File: src/rtl/dmem_arbiter.sv
// Arbitrates the single-port data memory between the pipeline MEM stage (core) and an
// external requester (ext); core has priority, ext has starvation and burst-lock guards.
module dmem_arbiter #(
    parameter int AW       = 32,
    parameter int DW       = 32,
    parameter int MAX_WAIT = 4,
    parameter int MAX_LOCK = 8
) (
    input  logic          clk,
    input  logic          rst,
    input  logic          core_req,
    input  logic          core_we,
    input  logic [AW-1:0] core_addr,
    input  logic [DW-1:0] core_wdata,
    output logic [DW-1:0] core_rdata,
    output logic          core_stall,
    input  logic          ext_req,
    input  logic          ext_we,
    input  logic          ext_lock,
    input  logic [AW-1:0] ext_addr,
    input  logic [DW-1:0] ext_wdata,
    output logic          ext_gnt,
    output logic [DW-1:0] ext_rdata,
    output logic          ext_rvalid,
    output logic          mem_we,
    output logic [AW-1:0] mem_addr,
    output logic [DW-1:0] mem_wdata,
    input  logic [DW-1:0] mem_rdata
);

    localparam int WW = $clog2(MAX_WAIT + 1);
    localparam int LW = $clog2(MAX_LOCK + 1);

    typedef enum logic [1:0] {IDLE, CORE, EXT, EXT_LOCKED} state_t;

    state_t        state, state_nxt;
    logic [WW-1:0] wait_cnt, wait_nxt;
    logic [LW-1:0] lock_cnt, lock_nxt;
    logic          core_grant, ext_grant;

    always_ff @(posedge clk or posedge rst) begin
        if (rst) begin
            state    <= IDLE;
            wait_cnt <= '0;
            lock_cnt <= '0;
        end else begin
            state    <= state_nxt;
            wait_cnt <= wait_nxt;
            lock_cnt <= lock_nxt;
        end
    end

    always_comb begin
        state_nxt = IDLE;
        if (ext_grant)
            state_nxt = ext_lock ? EXT_LOCKED : EXT;
        else if (core_grant)
            state_nxt = CORE;

        wait_nxt = '0;
        if (ext_req && !ext_grant)
            wait_nxt = (wait_cnt == WW'(MAX_WAIT)) ? wait_cnt : wait_cnt + WW'(1);

        // A locked grant taken after the forced release starts a fresh run at 1.
        lock_nxt = '0;
        if (ext_grant && ext_lock)
            lock_nxt = (lock_cnt >= LW'(MAX_LOCK)) ? LW'(1) : lock_cnt + LW'(1);
    end

    always_comb begin
        ext_grant = 1'b0;
        if (state == EXT_LOCKED && ext_req && lock_cnt < LW'(MAX_LOCK))
            ext_grant = 1'b1;
        else if (ext_req && wait_cnt == WW'(MAX_WAIT))
            ext_grant = 1'b1;
        else if (core_req)
            ext_grant = 1'b0;
        else if (ext_req)
            ext_grant = 1'b1;
        core_grant = core_req && !ext_grant;

        mem_we    = 1'b0;
        mem_addr  = '0;
        mem_wdata = '0;
        if (ext_grant) begin
            mem_we    = ext_we;
            mem_addr  = ext_addr;
            mem_wdata = ext_wdata;
        end else if (core_grant) begin
            mem_we    = core_we;
            mem_addr  = core_addr;
            mem_wdata = core_wdata;
        end

        ext_gnt    = ext_grant;
        core_stall = core_req && !core_grant;
        core_rdata = core_grant ? mem_rdata : '0;
    end

    always_ff @(posedge clk or posedge rst) begin
        if (rst) begin
            ext_rdata  <= '0;
            ext_rvalid <= 1'b0;
        end else begin
            ext_rvalid <= ext_grant && !ext_we;
            if (ext_grant && !ext_we)
                ext_rdata <= mem_rdata;
        end
    end

endmodule

File: config.mk
export PLATFORM = sky130hd
export DESIGN_NAME = dmem_arbiter
export DESIGN_NICKNAME = d
export VERILOG_FILES = /design/src/rtl/dmem_arbiter.sv
export SDC_FILE = /design/constraint.sdc
export NUM_CORES = 1
export LEC_CHECK = 0
export BUFFER_PORTS_ARGS = -buffer_cell sky130_fd_sc_hd__buf_2
export CAP_MARGIN = 25
export CORE_AREA = 2 2 117 119
export DETAILED_ROUTE_END_ITERATION = 8
export DIE_AREA = 0 0 119 121
export GPL_TIMING_DRIVEN = 0
export PLACE_DENSITY = 0.53
export SYNTH_ARGS = -nofsm -noshare
export SYNTH_HDL_FRONTEND = slang
export SYNTH_SLANG_ARGS = --single-unit
File: constraint.sdc
create_clock -name clk -period 3.3 [get_ports clk]
set_clock_uncertainty 0.2 [all_clocks]
set_input_delay 0.165 -clock clk [delete_from_list [all_inputs] [get_ports clk]]
set_output_delay 0.165 -clock clk [all_outputs]
set_load 0.02 [all_outputs]
; ---- Yosys cells after proc, flatten, opt, wreduce, memory -nomap -nowiden
; Index checks and enable logic that the tools add are counted.
[classes]
div_mod_pow = 0
bitwise_logic = 0
reduce_logical = 11
n_mul = 0
eq_ne = 3
shifts = 0
order_cmp = 2
addsub = 2
mux = 18
[op_table]
columns = cell, n
row1 = 32-bit two-way mux, 5
row2 = 1-bit logical AND, 8
row3 = 1-bit two-way mux, 8
row4 = 4-bit two-way mux, 2
row5 = 3-bit two-way mux, 2
row6 = 4-bit by 1-bit adder with 4-bit output (second input constant), 1
row7 = 4-bit >= comparator (second input constant), 1
row8 = 4-bit < comparator (second input constant), 1
row9 = 3-bit by 1-bit adder with 3-bit output (second input constant), 1
row10 = 3-bit equality test (second input constant), 1
row11 = 1-bit zero test, 3
row12 = 2-bit equality test (second input constant), 1
row13 = 2-bit two-way mux, 1
row14 = 2-bit inequality test (second input constant), 1
[word_totals]
ramBits = 0
memories = 0
rom_bits = 0
word_cells = 41
ff_bits = 42
in_bits = 167
out_inout_bits = 132
latch_bits = 0

; ---- Longest topological paths before layout
[depth]
depth_word = 8
depth_mapped = 8
depth_no_buf = 5

; ---- Worst setup path before layout
; OpenSTA, ideal clock, no wires.
[synth_timing]
kind = flip-flop to flip-flop
from = register wait_cnt[0]
to = register ext_rdata[10]
path_slack_ns = 1.350
required_time_ns = 2.975
period_less_slack_ns = 1.950
setup_time_ns = 0.125
path_stages_with_launch = 7
t_arrival_ns = 1.625
n_path_buf = 1
path_cell_list = dfrtp_1 -> inv_1 -> ha_1 -> nand2_2 -> a311oi_4 -> buf_6 -> mux2_4
[synth_between]
elab_chain_cells = 5
[synth_lines]
columns = element, line
row1 = from (decl), 37  ; logic [WW-1:0] wait_cnt, wait_nxt;
row2 = from (signal assigned), 48  ; wait_cnt <= wait_nxt;
row3 = 3-bit equality test, 74  ; else if (ext_req && wait_cnt == WW'(MAX_WAIT))
row4 = 1-bit logical AND, 74
row5 = 1-bit two-way mux, 74
row6 = 1-bit two-way mux, 72  ; if (state == EXT_LOCKED && ext_req && lock_cnt < LW'(MAX_LOCK))
row7 = 1-bit logical AND, 106  ; if (ext_grant && !ext_we)
row8 = to (signal assigned), 107  ; ext_rdata <= mem_rdata;
row9 = to (decl), 23  ; output logic [DW-1:0] ext_rdata,
; No other way between the ends.
; A chain may end at the register's enable or synchronous reset.

; ---- Worst setup path after layout
[layout_timing]
from = register wait_cnt[0]
to = output mem_addr[20]
[layout_between]
elab_chain_cells = 8
[layout_lines]
columns = element, line
row1 = 3-bit equality test (*), 74
row2 = 1-bit logical AND (*), 74
row3 = 1-bit two-way mux (*), 74
row4 = 1-bit two-way mux (*), 72
row5 = 1-bit zero test, 80  ; core_grant = core_req && !ext_grant;
row6 = 1-bit logical AND, 80
row7 = 32-bit two-way mux, 89  ; end else if (core_grant) begin
row8 = 32-bit two-way mux (*), 85  ; if (ext_grant) begin
row9 = to (decl), 26  ; output logic [AW-1:0] mem_addr,
; Mark *: on every way between the ends. The rest lies on a longest branch, timed or not.

==> impl_metrics.py <==
metrics = {
    "outcome": {
        "run_status": "completed",
    },
    "sta": {
        "min_period_over_period_pct": 79.8,
        "timing.max_slew.rel_slack_pct": 41.0,
        "worstMarginPinSlew_ns": 0.884,
        "tns_ns": 0,
        "post-route-min-period_ns": 2.63,
        "report.final.slew_viol_count": 0,
        "hold_violations": 0,
        "setup_repair_after_global_routing_missed_its_margin": "no",
        "fmaxAchievable_mhz": 380,
        "setup_viol": 0,
    },
    "global_routing": {
        "grt_first_pass_wirelength_mm": 18.8,
        "grt_usage_pct": 16.9,
        "overflow": 0,
        "grt_pass1_vias": 3326,
        "grt_antenna_before_repair": 3,
        "grt_max_degree": 43,
    },
    "clock_tree": {
        "cts_post_setup_buffers_inserted": 0,
        "clk_pin_slew_worst_paths_ns": 0.06,
        "htree_levels": 2,
        "insertion_delay_ns": 0.28,
        "cts_sink_cnt": 42,
        "cts_buffer_depth": 2,
        "number_of_resized_instances_in_the_post_cts_repair_step": 0,
        "clockRootBuffer": "clkbuf_16",
        "tritoncts.num_buffers": 5,
        "cts_tree": "yes",
    },
    "floorplan": {
        "starting_density_of_the_core_pct": 20.0,
        "die_height_um": 121,
        "design.core.area_sq_mm": 0.0131,
        "dieArea_sq_mm": 0.0144,
        "dieWidth_um": 119,
        "fp-row-count": 42,
        "num_io_pins": 299,
    },
    "drt": {
        "vias": 3245,
        "number_of_remaining_drc_errors": 0,
        "viasPerCell": 4.36,
        "drt-pass1-iter-count": 4,
        "detail_route.iter0.violations": 141,
        "postRouteAntennaNets": 0,
        "detail_route.wirelength_mm": 12.8,
        "routedWlPerCell_um": 17.2,
    },
    "yosys": {
        "mappedNetlistArea_sq_mm": 0.00262,
        "post_synth_inst_count": 224,
        "synth-edff-count": 0,
        "synth.top_cell.area_share_pct": 40.1,
        "library_cell_with_the_highest_instance_count_after_synthesis": "a22o_1",
        "synthesis.nets": 395,
        "post-synth-top-area-cell": "dfrtp_1",
        "seq_area_frac_synth_pct": 40.1,
        "async_reset_ff_share_pct": 100,
        "netlist_top_cells_count": "a22o_1, dfrtp_1, and2_1",
        "synth_flop_cell": "dfrtp_1",
        "number_of_distinct_standard_cells_referenced_by_the_synthesized_netlist": 26,
        "synthesis.area_per_instance_sq_um": 11.7,
        "synthesis.yosys.warnings": 0,
        "leading_cell_types_by_total_area_after_synthesis": "dfrtp_1, a22o_1, mux2_2",
        "yosys_register_bits": 42,
    },
    "worst_setup_path": {
        "cp_data_arrival_time_ns": 2.27,
        "most_frequent_cell_on_critical_path": "buf_2",
        "worstPathBufferInverterCount": 5,
        "cp_slowest_cell": "dfrtp_1",
        "critPathMaxFanout": 10,
        "timing.critical_path.cells": "inv_1, ha_1, nand2_2, a31o_1, buf_2, buf_6, buf_2, a22o_1, buf_2",
        "worst-endpoint-required_ns": 2.93,
        "rrSetupSlack_ns": 0.87,
        "maximum_cell_stage_delay_along_the_critical_path_ns": 0.38,
        "critical_path.startpoint_type": "flop",
        "worst_path_dominant_cell_family": "buffers and inverters",
        "category_of_the_critical_setup_timing_path": "flop to output pin",
        "timing.critical_path.to_type": "output pin",
    },
    "final_layout": {
        "area_growth_pct": 85.8,
        "design_area_sq_mm": 0.00487,
        "post_route_cells_drive_above_1_share_pct": 64.0,
        "final.fill_count": 1338,
        "final_std_cells_w_o_fill": 745,
        "final_nets": 736,
    },
    "job": {
        "maxCapViolations": 0,
    },
    "placed_design": {
        "port_buffers": 297,
        "dpl.hpwl_mm": 10.3,
        "placement.cell_area_sq_mm": 0.00433,
        "place.gp.congestion": 0.929,
        "placedCellCount": 697,
    },
    "pwr": {
        "vdd_drop_max_mv": 0.258,
        "pwr-share-clk_pct": 26.1,
        "power.share.switching_pct": 35.6,
        "power.density_cell_area_mw_per_mm2": 431,
        "logic_pwr_share_pct": 43.3,
        "pwr-share-seq_pct": 30.6,
        "switchingPower_mw": 0.747,
        "internal_power_mw": 1.35,
        "leakagePower_nw": 2.71,
    },
    "min_path": {
        "classification_of_the_worst_slack_hold_path": "primary input to flop",
    },
}
area by class of cell:
class,count,area [sq um],share of cell area (%)
Tap cell,176,220,4.53
Buffer,22,138,2.83
Antenna cell,3,7.51,0.154
Sequential cell,42,1050,21.6
Clock inverter,1,30.0,0.617
Clock buffer,7,133,2.73
Multi-Input combinational cell,154,1410,28.9
Timing Repair Buffer,334,1860,38.2
Inverter,6,22.5,0.463
registers in the layout, indices dropped and copies added, names as in the netlist:
register	cells
wait_cnt	3
ext_rdata	32
lock_cnt	4
ext_rvalid	1
state	2
worst paths after layout:
check                             from             to  cells after the start
max                        wait_cnt[0]   mem_addr[20]                      9
min in group asynchronous          rst  ext_rdata[21]                      3
max in group asynchronous          rst    lock_cnt[1]                      3
min                             ext_we     ext_rvalid                      3
max reg2reg                wait_cnt[0]       state[0]                      8
min reg2reg                wait_cnt[0]    wait_cnt[0]                      1
cells in the final DEF, fill, tap and decap left out, types with 3 or more instances in the layout:
master,count
a22o_1,65
and2_1,33
and4b_2,3
buf_2,311
buf_6,5
clkbuf_1,5
clkbuf_16,5
dfrtp_1,42
diode_2,3
dlygate4sd3_1,37
ha_1,4
inv_1,5
mux2_2,21
mux2_4,10
nor3_1,3
routing by layer:
metal | track usage (%) | part of all wire (%) | up-vias
met5 | 0 | 0 | -
met4 | 5.36 | 2.3 | 0
met3 | 4.37 | 8.3 | 15
met2 | 29.6 | 50 | 177
met1 | 20.1 | 40 | 1528
li1 | - | - | 1525
power by group through the flow:
stage | registers, mW | clock network, mW | logic [mW]
final | 0.642 | 0.548 | 0.908
after global routing | 0.654 | 0.588 | 0.964
after CTS | 0.642 | 0.568 | 0.915
after detailed placement | 0.648 | 0 | 0.877
after global placement | 0.648 | 0 | 0.872
after floorplan | 0.750 | 0 | 0.407
per-stage QoR:
stage                     setup WS [ns]  util, %  power, mW  hold WS [ns]
after floorplan                    1.35        -       1.16        0.0819
final                             0.667     37.2       2.10        0.0983
after global placement            0.923     33.1       1.52         0.192
after detailed placement          0.905     33.1       1.53         0.201
after CTS                         0.585     37.1       2.12         0.108
after global routing              0.482     37.2       2.21         0.105
worst register-to-register path, stage by stage, from the launching register on:
cell	delay (ns)
dfrtp_1	0.40
inv_1	0.07
ha_1	0.16
nand2_2	0.10
a31o_1	0.22
buf_2	0.19
clkbuf_1	0.24
a21o_1	0.20
dlygate4sd3_1	0.54
logic make-up after synthesis:
kind of cell	Yosys count	share of synthesized area (%)
fa+ha+maj	4	1.91
buf+inv	28	6.12
xor+xnor	2	0.669
compound gates	70	24.0
flops	42	40.1
mux	32	15.2
simple gates	46	11.9
what timing repair did:
action	4_1_cts	5_1_grt
endpoints found under the hold margin	79	0
hold buffers	37	0
endpoints found under the setup margin	0	0
(Power assumes the default switching activity.)
